==> src/rtl/lsu_byte_serial.sv <==
// Byte-serial load/store unit: runs one word-level load or store over an 8-bit
// memory port and returns the extended load data or an access error.
module lsu_byte_serial #(
  parameter int unsigned ADDR_W = 32
) (
  input  logic              clk,
  input  logic              rst_n,
  input  logic              req_valid,
  output logic              req_ready,
  input  logic              req_write,
  input  logic [2:0]        req_funct3,
  input  logic [ADDR_W-1:0] req_addr,
  input  logic [31:0]       req_wdata,
  output logic              resp_valid,
  input  logic              resp_ready,
  output logic [31:0]       resp_rdata,
  output logic              resp_err,
  output logic [ADDR_W-1:0] mem_addr,
  output logic              mem_we,
  output logic [7:0]        mem_wdata,
  input  logic [7:0]        mem_rdata,
  output logic              busy
);

  localparam int unsigned DATA_W = 32;
  localparam int unsigned BYTE_W = 8;
  localparam int unsigned CNT_W  = 2;

  typedef enum logic [1:0] {
    S_IDLE = 2'd0,
    S_XFER = 2'd1,
    S_RESP = 2'd2
  } state_e;

  state_e              r_state;
  state_e              w_state_nxt;

  logic                r_write;
  logic [2:0]          r_funct3;
  logic [DATA_W-1:0]   r_wdata;
  logic [DATA_W-1:0]   r_data;
  logic [CNT_W-1:0]    r_cnt;
  logic [CNT_W-1:0]    r_last;

  logic                r_req_ready;
  logic                r_resp_valid;
  logic [DATA_W-1:0]   r_resp_rdata;
  logic                r_resp_err;
  logic [ADDR_W-1:0]   r_mem_addr;
  logic                r_mem_we;
  logic [BYTE_W-1:0]   r_mem_wdata;
  logic                r_busy;

  logic                w_accept;
  logic                w_req_err;
  logic [CNT_W-1:0]    w_req_last;
  logic [CNT_W-1:0]    w_cnt_inc;
  logic [DATA_W-1:0]   w_data_merged;

  logic                w_req_ready_nxt;
  logic                w_resp_valid_nxt;
  logic [DATA_W-1:0]   w_resp_rdata_nxt;
  logic                w_resp_err_nxt;
  logic [ADDR_W-1:0]   w_mem_addr_nxt;
  logic                w_mem_we_nxt;
  logic [BYTE_W-1:0]   w_mem_wdata_nxt;
  logic                w_busy_nxt;

  function automatic logic [DATA_W-1:0] f_extend(input logic [2:0] f3,
                                                 input logic [DATA_W-1:0] d);
    logic [DATA_W-1:0] v;
    case (f3)
      3'b000:  v = {{24{d[7]}}, d[7:0]};
      3'b001:  v = {{16{d[15]}}, d[15:0]};
      3'b100:  v = {24'd0, d[7:0]};
      3'b101:  v = {16'd0, d[15:0]};
      default: v = d;
    endcase
    return v;
  endfunction

  assign w_accept  = req_valid && r_req_ready;
  assign w_cnt_inc = CNT_W'(r_cnt + CNT_W'(1));

  // Legality/alignment of the incoming request and its last byte index
  always_comb begin
    w_req_err  = 1'b0;
    w_req_last = CNT_W'(0);
    case (req_funct3)
      3'b000:  w_req_err = 1'b0;
      3'b001:  w_req_err = req_addr[0];
      3'b010:  w_req_err = |req_addr[1:0];
      3'b100:  w_req_err = req_write;
      3'b101:  w_req_err = req_write | req_addr[0];
      default: w_req_err = 1'b1;
    endcase
    case (req_funct3[1:0])
      2'b00:   w_req_last = CNT_W'(0);
      2'b01:   w_req_last = CNT_W'(1);
      default: w_req_last = CNT_W'(3);
    endcase
  end

  // Load data with the byte currently on mem_rdata dropped into lane r_cnt
  always_comb begin
    w_data_merged = r_data;
    w_data_merged[{r_cnt, 3'b000} +: BYTE_W] = mem_rdata;
  end

  always_ff @(posedge clk or negedge rst_n) begin
    if (!rst_n) begin
      r_state <= S_IDLE;
    end else begin
      r_state <= w_state_nxt;
    end
  end

  always_comb begin
    w_state_nxt = r_state;
    case (r_state)
      S_IDLE:  if (w_accept) w_state_nxt = w_req_err ? S_RESP : S_XFER;
      S_XFER:  if (r_cnt == r_last) w_state_nxt = S_RESP;
      S_RESP:  if (resp_ready) w_state_nxt = S_IDLE;
      default: w_state_nxt = S_IDLE;
    endcase
  end

  // Next values of the registered outputs, decoded from the upcoming state
  always_comb begin
    w_req_ready_nxt  = (w_state_nxt == S_IDLE);
    w_busy_nxt       = (w_state_nxt != S_IDLE);
    w_resp_valid_nxt = (w_state_nxt == S_RESP);
    w_resp_rdata_nxt = '0;
    w_resp_err_nxt   = 1'b0;
    w_mem_addr_nxt   = '0;
    w_mem_we_nxt     = 1'b0;
    w_mem_wdata_nxt  = '0;
    if (w_state_nxt == S_RESP) begin
      case (r_state)
        S_RESP: begin
          w_resp_rdata_nxt = r_resp_rdata;
          w_resp_err_nxt   = r_resp_err;
        end
        S_XFER: begin
          w_resp_rdata_nxt = r_write ? '0 : f_extend(r_funct3, w_data_merged);
          w_resp_err_nxt   = 1'b0;
        end
        default: w_resp_err_nxt = 1'b1;
      endcase
    end
    if (w_state_nxt == S_XFER) begin
      if (r_state == S_IDLE) begin
        w_mem_addr_nxt  = req_addr;
        w_mem_we_nxt    = req_write;
        w_mem_wdata_nxt = req_write ? req_wdata[BYTE_W-1:0] : '0;
      end else begin
        w_mem_addr_nxt  = ADDR_W'(r_mem_addr + ADDR_W'(1));
        w_mem_we_nxt    = r_write;
        w_mem_wdata_nxt = r_write ? r_wdata[{w_cnt_inc, 3'b000} +: BYTE_W] : '0;
      end
    end
  end

  always_ff @(posedge clk or negedge rst_n) begin
    if (!rst_n) begin
      r_req_ready  <= 1'b0;
      r_resp_valid <= 1'b0;
      r_resp_rdata <= '0;
      r_resp_err   <= 1'b0;
      r_mem_addr   <= '0;
      r_mem_we     <= 1'b0;
      r_mem_wdata  <= '0;
      r_busy       <= 1'b0;
    end else begin
      r_req_ready  <= w_req_ready_nxt;
      r_resp_valid <= w_resp_valid_nxt;
      r_resp_rdata <= w_resp_rdata_nxt;
      r_resp_err   <= w_resp_err_nxt;
      r_mem_addr   <= w_mem_addr_nxt;
      r_mem_we     <= w_mem_we_nxt;
      r_mem_wdata  <= w_mem_wdata_nxt;
      r_busy       <= w_busy_nxt;
    end
  end

  // Request capture and byte sequencing
  always_ff @(posedge clk or negedge rst_n) begin
    if (!rst_n) begin
      r_write  <= 1'b0;
      r_funct3 <= '0;
      r_wdata  <= '0;
      r_data   <= '0;
      r_cnt    <= '0;
      r_last   <= '0;
    end else if (w_accept) begin
      r_write  <= req_write;
      r_funct3 <= req_funct3;
      r_wdata  <= req_wdata;
      r_data   <= '0;
      r_cnt    <= '0;
      r_last   <= w_req_last;
    end else if (r_state == S_XFER) begin
      if (!r_write) r_data <= w_data_merged;
      r_cnt <= w_cnt_inc;
    end
  end

  assign req_ready  = r_req_ready;
  assign resp_valid = r_resp_valid;
  assign resp_rdata = r_resp_rdata;
  assign resp_err   = r_resp_err;
  assign mem_addr   = r_mem_addr;
  assign mem_we     = r_mem_we;
  assign mem_wdata  = r_mem_wdata;
  assign busy       = r_busy;

endmodule

==> config.mk <==
export PLATFORM = sky130hd
export DESIGN_NAME = lsu_byte_serial
export DESIGN_NICKNAME = d
export VERILOG_FILES = /design/src/rtl/lsu_byte_serial.sv
export SDC_FILE = /design/constraint.sdc
export NUM_CORES = 1
export LEC_CHECK = 0
export ABC_AREA = 1
export BUFFER_PORTS_ARGS = -buffer_cell sky130_fd_sc_hd__clkbuf_2
export CAP_MARGIN = 20
export CORE_MARGIN = 2
export CORE_UTILIZATION = 50
export CTS_CLUSTER_SIZE = 10
export DETAILED_ROUTE_END_ITERATION = 8
export PLACE_DENSITY = 0.84
export SYNTH_ARGS = -nofsm -noshare
export SYNTH_HDL_FRONTEND = slang
export SYNTH_SLANG_ARGS = --single-unit
==> constraint.sdc <==
create_clock -name clk -period 2.1 [get_ports clk]
set_input_delay 0.42 -clock clk [delete_from_list [all_inputs] [get_ports clk]]
set_output_delay 0.42 -clock clk [all_outputs]
set_load 0.05 [all_outputs]
==> results.tsv, run 1 <==
metric	value	unit
status	completed	
route.detailed.vias_per_inst	5.28	
rr_worst_depth	8	
netlist_area	7870	sq um
fp.dieW	129	microns
seq_area_frac_synth	0.480	
yosysMostFrequentCell	sky130_fd_sc_hd__nand2_1	
post_cts_resized	0	
rr_endpoint	resp_rdata[25]	
max_clock_freq	0.516	GHz
hold_class	input port to flip-flop	
wl_met2	9650	microns
antenna_found_initial	0	
synth-main-ff-cell	sky130_fd_sc_hd__dfrtp_1	
synth-warning-count	0	
ys_types	35	
final-max-slew-violation-count	0	
tritoncts.num_buffers	17	
grt_overflow_total	0	
total_wirelength_of_the_detailed_routed_design	21200	microns
detail_route.drc_violations	0	
worst_pin_slew	600	ps
p_leak	4.90	nW
netlist.top_cell.by_area	sky130_fd_sc_hd__dfrtp_1	
nets	1301	
drt_first_iter_violations	672	
first_pass_iters	5	
post-cts-setup-buffer-count	0	
antennaDiodeCount	0	
vias	7591	
clk_root_buf	sky130_fd_sc_hd__clkbuf_16	
first_global_vias	6985	
critPathCaptureType	flip-flop	
initial_core_util	0.514	
finalCriticalPeriod	1940	ps
die-area	16800	sq um
synth.avg_cell_area	7.39	sq um
utilization	0.620	
detail_route.wl_per_cell	14.8	microns
synthTopCellsByArea	sky130_fd_sc_hd__dfrtp_1, sky130_fd_sc_hd__nand2_1, sky130_fd_sc_hd__nor2_1, sky130_fd_sc_hd__nand3_1, sky130_fd_sc_hd__o21ai_0	
synth_edf_count	0	
clk_latency	420	ps
die-height	129	microns
globalplace.congestion	0.935	
synth.cells.most_frequent	sky130_fd_sc_hd__nand2_1, sky130_fd_sc_hd__dfrtp_1, sky130_fd_sc_hd__nor2_1	
route.top_layer_used	met4	
ff_to_ff_setup_slack	160	ps
worst_path_class_setup	flip-flop to flip-flop	
hold-path-endpoint	r_wdata[28]	
global_route_usage_over_all_layers	0.260	
whs_path_depth	3	
clock-sinks	151	
power-per-cell-area	1290	nW/um^2
yosys.area.top_type_share	0.480	
cp_max_fo	16	
worst_clock_skew	7.38	ps
detail-route-antenna-nets	0	
flow.area_growth_from_synthesis	20.7	%
pin_count	157	
r2r_start	r_cnt[1]	
fp-row-count	45	
drive_gt1_frac	0.185	
rsz0062_at_grt	no	
irDropWorstVdd	0.718	mV
htree_num_levels	4	
grt_pass1_wl	34600	microns
hold_ws	192	ps
setup.worst_path.start_class	flip-flop	
wp_data_arrival	2290	ps
period_share	0.923	
finalSetupViolCount	0	
synth_fp_nets	1150	
worstHoldStart	req_wdata[28]	
ctsHoldBuffers	1	
fillCellCount	1418	
placement.io_buffers	156	
cp_data_required_time	2450	ps
clkTransAtPathRegs	60	ps
drv_cap	0	
ctsLongestPathBuffers	2	
placeableCoreArea	15300	sq um
m1WireLength	9530	microns
hpwlAfterDp	15300	microns
largest_net_degree_at_the_start_of_global_routing	53	
timing.slew.headroom	0.599	
tritoncts_clock_tree	yes	
async_flop_share	1.00	
hold_violations	0	
ff_latch_count_synth	151	
route.met3.wl	1480	microns
totalNegativeSetupSlack	0	ps
netlist_instances	1064	
-- registers in the layout, indices dropped and copies added (netlist names) --
| signal | count |
|---|---|
| busy | 1 |
| mem_addr | 32 |
| mem_wdata | 8 |
| mem_we | 1 |
| r_cnt | 2 |
| r_data | 32 |
| r_funct3 | 3 |
| r_last | 2 |
| r_state | 2 |
| r_wdata | 32 |
| r_write | 1 |
| req_ready | 1 |
| resp_err | 1 |
| resp_rdata | 32 |
| resp_valid | 1 |
-- critical path: stages (launching register included) --
cell                      delay [ps]
sky130_fd_sc_hd__dfrtp_1         420
sky130_fd_sc_hd__inv_1           140
sky130_fd_sc_hd__ha_4            340
sky130_fd_sc_hd__nand2_1         150
sky130_fd_sc_hd__o21ai_2         230
sky130_fd_sc_hd__nand2_1          80
sky130_fd_sc_hd__nand2_2         260
sky130_fd_sc_hd__nand4_1         140
sky130_fd_sc_hd__nand2_1          90
-- report_power, final --
part           internal [mW]  switching, mW  total (mW)
Sequential              3.59          0.555        4.15
Clock                   1.87           1.17        3.04
Combinational           1.38           3.72        5.10
Total                   6.85           5.44        12.3
-- kinds of logic (layout without fill, tap and decap cells) --
group,Yosys count,count (layout),synth area share
compound gates,151,151,0.105
xor+xnor,10,10,0.0111
fa+ha+maj,6,6,0.00954
buf+inv,143,306,0.0746
flops,151,151,0.480
mux,1,1,0.00127
simple gates,602,602,0.319
-- stage by stage --
step	instance area, sq um	instances	worst slack [ps]	power, mW
final	9500	1438	162	12.3
after global placement	8900	1406	306	9.12
after detailed placement	8900	1406	224	9.22
after CTS	9500	1438	206	12.3
after floorplan	7890	1064	54.7	7.89
after global routing	9500	1438	19.7	13.1
-- layout by cell type (no fill, tap or decap), types with 18 or more instances in the layout --
cell type                  netlist  final
sky130_fd_sc_hd__o21ai_0        76     76
sky130_fd_sc_hd__nand4_1        18     18
sky130_fd_sc_hd__buf_4           7     20
sky130_fd_sc_hd__nor2_1        129    129
sky130_fd_sc_hd__inv_1          91     91
sky130_fd_sc_hd__clkbuf_2        0    155
sky130_fd_sc_hd__a21oi_1        26     26
sky130_fd_sc_hd__dfrtp_1       151    151
sky130_fd_sc_hd__nand2_1       344    343
sky130_fd_sc_hd__nand3_1        81     81
-- how the worst max path moves through the flow --
stage                     startpoint        endpoint  slack [ps]
after floorplan             r_cnt[0]    mem_wdata[0]          50
after global placement      r_cnt[1]  resp_rdata[29]         310
after detailed placement    r_cnt[1]  resp_rdata[17]         220
after CTS                   r_cnt[1]  resp_rdata[25]         210
after global routing        r_cnt[1]  resp_rdata[12]          20
final                       r_cnt[1]  resp_rdata[25]         160
-- final cells by class --
class,count,area [sq um],area share
well taps,211,264,0.0278
clock inverters,7,93.8,0.00988
inverters,96,360,0.0379
multi-input cells,770,3520,0.371
clock buffers,24,492,0.0518
flip-flops and latches,151,3780,0.398
repair buffers,179,987,0.104
-- per-layer routing --
| metal | vias to the layer above | track usage |
|---|---|---|
| li1 | 3708 | - |
| met1 | 3489 | 0.375 |
| met2 | 349 | 0.392 |
| met3 | 45 | 0.0500 |
| met4 | 0 | 0.0930 |
| met5 | - | 0 |
No activity file was read; power rests on OpenSTA's default activity.
==> run 2, diff against run 1 <==
--- a/config.mk
+++ b/config.mk
@@ -8,8 +8,10 @@
 export ABC_AREA = 1
 export BUFFER_PORTS_ARGS = -buffer_cell sky130_fd_sc_hd__clkbuf_2
 export CAP_MARGIN = 20
+export CELL_PAD_IN_SITES_DETAIL_PLACEMENT = 0
+export CELL_PAD_IN_SITES_GLOBAL_PLACEMENT = 1
 export CORE_MARGIN = 2
-export CORE_UTILIZATION = 50
+export CORE_UTILIZATION = 36
 export CTS_CLUSTER_SIZE = 10
 export DETAILED_ROUTE_END_ITERATION = 8
 export PLACE_DENSITY = 0.84
==> run 2 against run 1 <==
Net effect:
- routed wire length rose by 7.8%
- critical path type unchanged
- sequential power about the same
- flip-flop and latch count did not move
- die area rose by 38%
- combinational power rose by 4%
- setup slack improved by 13 ps
- largest power group unchanged
- sequential share of layout area decreased by 0.91 points
==> results.tsv, run 2 (synthesized netlist as in run 1, its figures left out) <==
metric	value	unit	change
detail_route.drc_violations	0		unchanged
period_share	0.917		-0.00608
switching_share	0.438		-0.00433
p_leak	4.98	nW	+1.6%
grt_overflow_total	0		unchanged
clk_root_buf	sky130_fd_sc_hd__clkbuf_16		
nets	1310		+0.69%
power.sequential.fraction	0.327		-0.011
critPathCaptureType	flip-flop		
rsz0062_at_grt	no		
hold_violations	0		unchanged
flow.area_growth_from_synthesis	23.6	%	
layout_commonest_cell	sky130_fd_sc_hd__nand2_1		
first_pass_iters	5		unchanged
wp_data_arrival	2280	ps	about the same
postLayoutCellArea	9720	sq um	+2.3%
detail-route-antenna-nets	0		unchanged
total_wirelength_of_the_detailed_routed_design	22900	microns	+7.8%
tritoncts.num_buffers	17		unchanged
hpwlAfterDp	16700	microns	+9.1%
ctsLongestPathBuffers	2		unchanged
cp_data_required_time	2460	ps	about the same
r2r_start	r_cnt[1]		
die-height	152	microns	+17%
combinationalPowerShare	0.418		+0.003
global_route_usage_over_all_layers	0.201		-0.0588
first_global_vias	7122		+2.0%
setup.worst_path.start_class	flip-flop		
drive_gt1_frac	0.193		+0.00755
share_of_power_burned_in_the_clock_network	0.256		+0.009
irDropWorstVdd	0.650	mV	-9.5%
cp_max_fo	16		unchanged
detail_route.wl_per_cell	15.1	microns	+2.2%
route.detailed.vias_per_inst	4.90		-7.1%
clk_latency	420	ps	about the same
tritoncts_clock_tree	yes		
pin_count	157		unchanged
largest_net_degree_at_the_start_of_global_routing	64		+21%
die-area	23100	sq um	+38%
antennaDiodeCount	0		unchanged
clock-sinks	151		unchanged
power-per-cell-area	1300	nW/um^2	+0.68%
worst_path_class_setup	flip-flop to flip-flop		
vias	7431		-2.1%
drt_first_iter_violations	541		-19%
placeableCoreArea	21600	sq um	+41%
postPlaceCellArea	9090	sq um	+2.2%
fp-row-count	54		+20%
grt_pass1_wl	37800	microns	+9.4%
hold_ws	189	ps	-2.34 ps
placement.io_buffers	156		unchanged
rr_endpoint	resp_rdata[22]		
endpoint	resp_rdata[22]		
timing.slew.headroom	0.641		+0.0426
most-common-layout-cells	sky130_fd_sc_hd__nand2_1, sky130_fd_sc_hd__clkbuf_2, sky130_fd_sc_hd__dfrtp_1, sky130_fd_sc_hd__nor2_1, sky130_fd_sc_hd__inv_1		
totalNegativeSetupSlack	0	ps	unchanged
clkTransAtPathRegs	60	ps	about the same
worst_pin_slew	538	ps	-62.5 ps
antenna_found_initial	0		unchanged
max_clock_freq	0.519	GHz	+0.66%
ff_to_ff_setup_slack	170	ps	about the same
post_cts_resized	0		unchanged
rr_worst_depth	8		unchanged
final-max-slew-violation-count	0		unchanged
crit_start	r_cnt[1]		
power_switching	5.55	mW	+2.0%
hold_class	input port to flip-flop		
drv_cap	0		unchanged
fp.dieW	152	microns	+17%
worst_clock_skew	11.8	ps	+4.46 ps
htree_num_levels	4		unchanged
finalCriticalPeriod	1930	ps	-12.8 ps
status	completed		
initial_core_util	0.364		-0.150
power_report.internal_total	7.11	mW	+3.8%
globalplace.congestion	0.858		-8.3%
finalSetupViolCount	0		unchanged
==> run 2: cell types whose count changed in the layout (fill, tap and decap cells not counted), sizes merged <==
cell,change
buf,+9
bufinv,+2
clkbuf,-5
clkinv,+2
clkinvlp,-1
inv,+2
==> run 2: metal layers <==
metal  part of all wire  track usage  vias up
met1               0.48        0.289     3434
met4              0.022       0.0690        0
met5                  0            0        -
li1                   -            -     3722
met3              0.058       0.0319       33
met2               0.44        0.309      242
==> run 2: repair_timing <==
item / 4_1_cts / 5_1_grt
endpoints found under the hold margin: 37 / 0
buffers inserted: 0 / 0
hold buffers: 1 / 0
==> run 2: per-stage QoR <==
step	setup WS (ps)	power [mW]	instances	util
floorplan	54.7	7.89	1064	-
global placement	236	9.41	1484	0.421
detailed placement	210	9.47	1484	0.421
CTS	192	12.8	1516	0.450
global route	32.2	13.5	1516	0.450
finish	175	12.7	1516	0.450
==> run 2: critical path, cell delays in order, from the launching register on <==
cell,delay (ps)
sky130_fd_sc_hd__dfrtp_1,410
sky130_fd_sc_hd__inv_1,130
sky130_fd_sc_hd__ha_4,340
sky130_fd_sc_hd__nand2_1,160
sky130_fd_sc_hd__o21ai_2,220
sky130_fd_sc_hd__nand2_1,80
sky130_fd_sc_hd__nand2_2,280
sky130_fd_sc_hd__nand4_1,150
sky130_fd_sc_hd__nand2_1,80
==> run 2: power by group through the flow <==
stage / logic [mW] / clock network [mW] / registers (mW)
after floorplan: 2.86 / 0 / 5.02
after global placement: 5.24 / 0 / 4.17
after detailed placement: 5.29 / 0 / 4.18
after CTS: 5.31 / 3.31 / 4.14
after global routing: 5.85 / 3.44 / 4.24
final: 5.29 / 3.24 / 4.13
==> run 2: final cells by class <==
cell class / count / area [sq um]
clock buffer: 19 / 443
clock inverter: 12 / 174
fill: 2284 / 11900
inverter: 96 / 360
multi-input combinational: 770 / 3520
sequential: 151 / 3780
tap: 280 / 350
timing repair buffer: 188 / 1090
==> run 2: worst min path at each step <==
stage / cells after the start / slack, ps / startpoint / endpoint
after global routing: 3 / 190 / req_wdata[23] / r_wdata[23]
after floorplan: 0 / 120 / rst_n / busy
after global placement: 1 / 380 / rst_n / resp_rdata[4]
after CTS: 3 / 180 / req_wdata[12] / r_wdata[12]
after detailed placement: 1 / 380 / rst_n / resp_rdata[4]
final: 3 / 190 / req_wdata[12] / r_wdata[12]
==> run 3, diff against run 2 <==
--- a/config.mk
+++ b/config.mk
@@ -5,16 +5,16 @@
 export SDC_FILE = /design/constraint.sdc
 export NUM_CORES = 1
 export LEC_CHECK = 0
-export ABC_AREA = 1
 export BUFFER_PORTS_ARGS = -buffer_cell sky130_fd_sc_hd__clkbuf_2
 export CAP_MARGIN = 20
 export CELL_PAD_IN_SITES_DETAIL_PLACEMENT = 0
 export CELL_PAD_IN_SITES_GLOBAL_PLACEMENT = 1
 export CORE_MARGIN = 2
-export CORE_UTILIZATION = 36
+export CORE_UTILIZATION = 37
+export CTS_BUF_LIST = sky130_fd_sc_hd__clkbuf_16
 export CTS_CLUSTER_SIZE = 10
 export DETAILED_ROUTE_END_ITERATION = 8
-export PLACE_DENSITY = 0.84
+export PLACE_DENSITY = 0.83
 export SYNTH_ARGS = -nofsm -noshare
 export SYNTH_HDL_FRONTEND = slang
 export SYNTH_SLANG_ARGS = --single-unit
==> constraint.sdc (replaced) <==
create_clock -name clk -period 2.1 [get_ports clk]
set_input_delay 0.105 -clock clk [delete_from_list [all_inputs] [get_ports clk]]
set_output_delay 0.105 -clock clk [all_outputs]
set_load 0.05 [all_outputs]
==> run 3 against run 2 <==
Net effect:
- utilization rose by 6.0 points
- first-iteration DRC count fell by 45%
- setup slack improved by 15 ps
- critical path type unchanged
- critical endpoint is now resp_rdata[12]
- highest routed layer unchanged
==> results.tsv, run 3 <==
metric	value	unit	change
detail_route.wl_per_cell	15.8	microns	+4.8%
endpoint	resp_rdata[12]		
totalNegativeSetupSlack	0	ps	unchanged
detail-route-antenna-nets	0		unchanged
finalCriticalPeriod	1910	ps	-15.1 ps
share_of_power_burned_in_the_clock_network	0.253		-0.003
clk_latency	430	ps	about the same
utilization	0.510		+0.0603
hpwlAfterDp	12900	microns	-22%
synth_fp_nets	830		-28%
global_route_usage_over_all_layers	0.193		-0.00785
largest_net_degree_at_the_start_of_global_routing	68		+6.3%
hold_class	input port to flip-flop		
synth.avg_cell_area	9.66	sq um	+31%
status	completed		
placement.io_buffers	156		unchanged
grt_util_met3	0.0307		-0.00129
rr_endpoint	resp_rdata[12]		
r2r_start	r_cnt[1]		
detail_route.drc_violations	0		unchanged
antenna_found_initial	0		unchanged
clk_root_buf	sky130_fd_sc_hd__clkbuf_16		
total_wirelength_of_the_detailed_routed_design	19500	microns	-15%
initial_core_util	0.381		+0.0167
ctsLongestPathBuffers	2		unchanged
flow.area_growth_from_synthesis	34.0	%	
finalSetupViolCount	0		unchanged
wp_data_arrival	2270	ps	about the same
timing.slew.headroom	0.569		-0.0723
first_pass_iters	4		-1
irDropWorstVdd	0.680	mV	+4.6%
final-max-slew-violation-count	0		unchanged
setup.worst_path.start_class	flip-flop		
grt_use_met1	0.268		-0.0215
critPathCaptureType	flip-flop		
die-area	20600	sq um	-11%
drv_cap	0		unchanged
tritoncts.num_buffers	17		unchanged
hold_violations	0		unchanged
max_clock_freq	0.523	GHz	+0.79%
rr_worst_depth	7		-1
route.detailed.vias_per_inst	4.96		+1.1%
rsz0062_at_grt	no		
fp-row-count	50		-7.4%
worst_clock_skew	7.32	ps	-4.51 ps
power-per-cell-area	1280	nW/um^2	-1.7%
worst_path_class_setup	flip-flop to flip-flop		
globalplace.congestion	0.787		-8.3%
most-common-layout-cells	sky130_fd_sc_hd__clkbuf_2, sky130_fd_sc_hd__nand2_1, sky130_fd_sc_hd__dfrtp_1, sky130_fd_sc_hd__nor2_1, sky130_fd_sc_hd__dlygate4sd3_1		
ff_latch_count_synth	151		unchanged
synth_edf_count	0		unchanged
power_switching	4.88	mW	-12%
drt_first_iter_violations	300		-45%
cp_max_fo	8		-8
ff_to_ff_setup_slack	190	ps	+20 ps
p_leak	4.55	nW	-8.7%
crit_start	r_cnt[1]		
async_flop_share	1.00		unchanged
layout_commonest_cell	sky130_fd_sc_hd__clkbuf_2		
pin_count	157		unchanged
grt_pass1_wl	31100	microns	-18%
postPlaceCellArea	8380	sq um	-7.9%
drive_gt1_frac	0.248		+0.0556
antennaDiodeCount	0		unchanged
power.sequential.fraction	0.353		+0.026
clkTransAtPathRegs	60	ps	about the same
switching_share	0.395		-0.0430
nets	1049		-20%
synth.cells.most_frequent	sky130_fd_sc_hd__dfrtp_1, sky130_fd_sc_hd__nand2_1, sky130_fd_sc_hd__nor2_1		
vias	6121		-18%
gr-usage-met2	0.306		-0.00240
period_share	0.910		-0.00718
yosys.area.top_type_share	0.525		+0.0452
synth-main-ff-cell	sky130_fd_sc_hd__dfrtp_1		
htree_num_levels	4		unchanged
top_usage_layer	met2		
placeableCoreArea	18900	sq um	-13%
first_global_vias	5893		-17%
synth-warning-count	0		unchanged
postLayoutCellArea	9630	sq um	-0.89%
netlist_instances	744		-30%
die-height	143	microns	-5.5%
cp_data_required_time	2460	ps	about the same
netlist_area	7190	sq um	-8.6%
grt_overflow_total	0		unchanged
worst_pin_slew	641	ps	+103 ps
fillCellCount	1787		-22%
power_report.internal_total	7.45	mW	+4.9%
fp.dieW	143	microns	-5.5%
tritoncts_clock_tree	yes		
seq_area_frac_synth	0.525		+0.0452
netlist.top_cell.by_area	sky130_fd_sc_hd__dfrtp_1		
ys_types	47		+34%
combinationalPowerShare	0.394		-0.024
worstHoldStart	req_addr[19]		
synthTopCellsByArea	sky130_fd_sc_hd__dfrtp_1, sky130_fd_sc_hd__nand2_1, sky130_fd_sc_hd__a211oi_1, sky130_fd_sc_hd__nor2_1, sky130_fd_sc_hd__nor2b_1		
clock-sinks	151		unchanged
-- run 3: changes by cell type after synthesis, moves of 15 or more --
cell | previous run | this run
sky130_fd_sc_hd__nand2_1 | 344 | 151
sky130_fd_sc_hd__inv_1 | 91 | 7
sky130_fd_sc_hd__nand3_1 | 81 | 17
sky130_fd_sc_hd__o21ai_0 | 76 | 20
sky130_fd_sc_hd__a211oi_1 | 0 | 52
sky130_fd_sc_hd__nor2_1 | 129 | 87
sky130_fd_sc_hd__nor2b_1 | 0 | 34
sky130_fd_sc_hd__xor2_1 | 2 | 24
sky130_fd_sc_hd__nand3b_1 | 15 | 0
sky130_fd_sc_hd__o21ai_1 | 15 | 0
sky130_fd_sc_hd__o22ai_1 | 15 | 0
-- run 3: layer usage --
| layer | up-vias | share of wire |
|---|---|---|
| li1 | 3017 | - |
| met3 | 27 | 0.038 |
| met5 | - | 0 |
| met4 | 0 | 0.020 |
| met2 | 141 | 0.47 |
| met1 | 2936 | 0.48 |
-- run 3: through the flow --
stage,power (mW),hold slack [ps],setup WS (ps),std cells
final,12.3,22.9,190,1235
after global routing,13.1,43.0,1.78,1235
after CTS,12.4,0.259,99.2,1235
after detailed placement,9.17,9.15,112,1138
after global placement,9.08,2.80,202,1138
after floorplan,7.80,-191,24.1,744
-- run 3: kinds of logic after synthesis --
kind of cell,Yosys count,share of synthesized area
AND/OR/NAND/NOR,332,0.208
AO/OA/AOI/OAI,157,0.158
flip-flops,151,0.525
buffers and inverters,56,0.0311
XOR/XNOR,33,0.0402
multiplexers,9,0.0264
adder cells (fa/ha/maj),6,0.0104
-- run 3: worst min path at each step --
stage | depth (start not counted) | endpoint
5_1_grt | 3 | mem_addr[19]
6_report | 3 | mem_addr[19]
3_5_place_dp | 1 | resp_rdata[28]
2_1_floorplan | 0 | busy
3_3_place_gp | 1 | resp_rdata[28]
4_1_cts | 3 | mem_addr[19]
-- run 3: cell type report --
| cell class | instances | area (sq um) | area share |
|---|---|---|---|
| clock buffer | 17 | 425 | 0.0442 |
| clock inverter | 14 | 168 | 0.0174 |
| inverter | 7 | 26.3 | 0.00273 |
| multi-input combinational | 537 | 3200 | 0.332 |
| sequential | 151 | 3780 | 0.392 |
| tap | 260 | 325 | 0.0338 |
| timing repair buffer | 249 | 1710 | 0.178 |
-- run 3: critical path: stages (launching register included) --
cell	delay (ps)
sky130_fd_sc_hd__dfrtp_1	380
sky130_fd_sc_hd__inv_1	120
sky130_fd_sc_hd__ha_1	280
sky130_fd_sc_hd__nor2_1	150
sky130_fd_sc_hd__a31oi_1	160
sky130_fd_sc_hd__or4_4	500
sky130_fd_sc_hd__o21ai_0	110
sky130_fd_sc_hd__a22o_1	160
-- run 3: power by group through the flow --
| stage | clock network (mW) | registers (mW) | logic (mW) |
|---|---|---|---|
| 3_5_place_dp | 0 | 4.39 | 4.78 |
| 2_1_floorplan | 0 | 5.05 | 2.75 |
| 3_3_place_gp | 0 | 4.36 | 4.72 |
| 4_1_cts | 3.18 | 4.35 | 4.89 |
| 6_report | 3.12 | 4.35 | 4.86 |
| 5_1_grt | 3.29 | 4.47 | 5.36 |
-- run 3: what timing repair did --
item                                    4_1_cts  5_1_grt
hold endpoints to repair                    223        0
buffers inserted                              0        0
endpoints found under the setup margin        0        8
gates resized for setup                       0        1
hold buffers                                 66        0
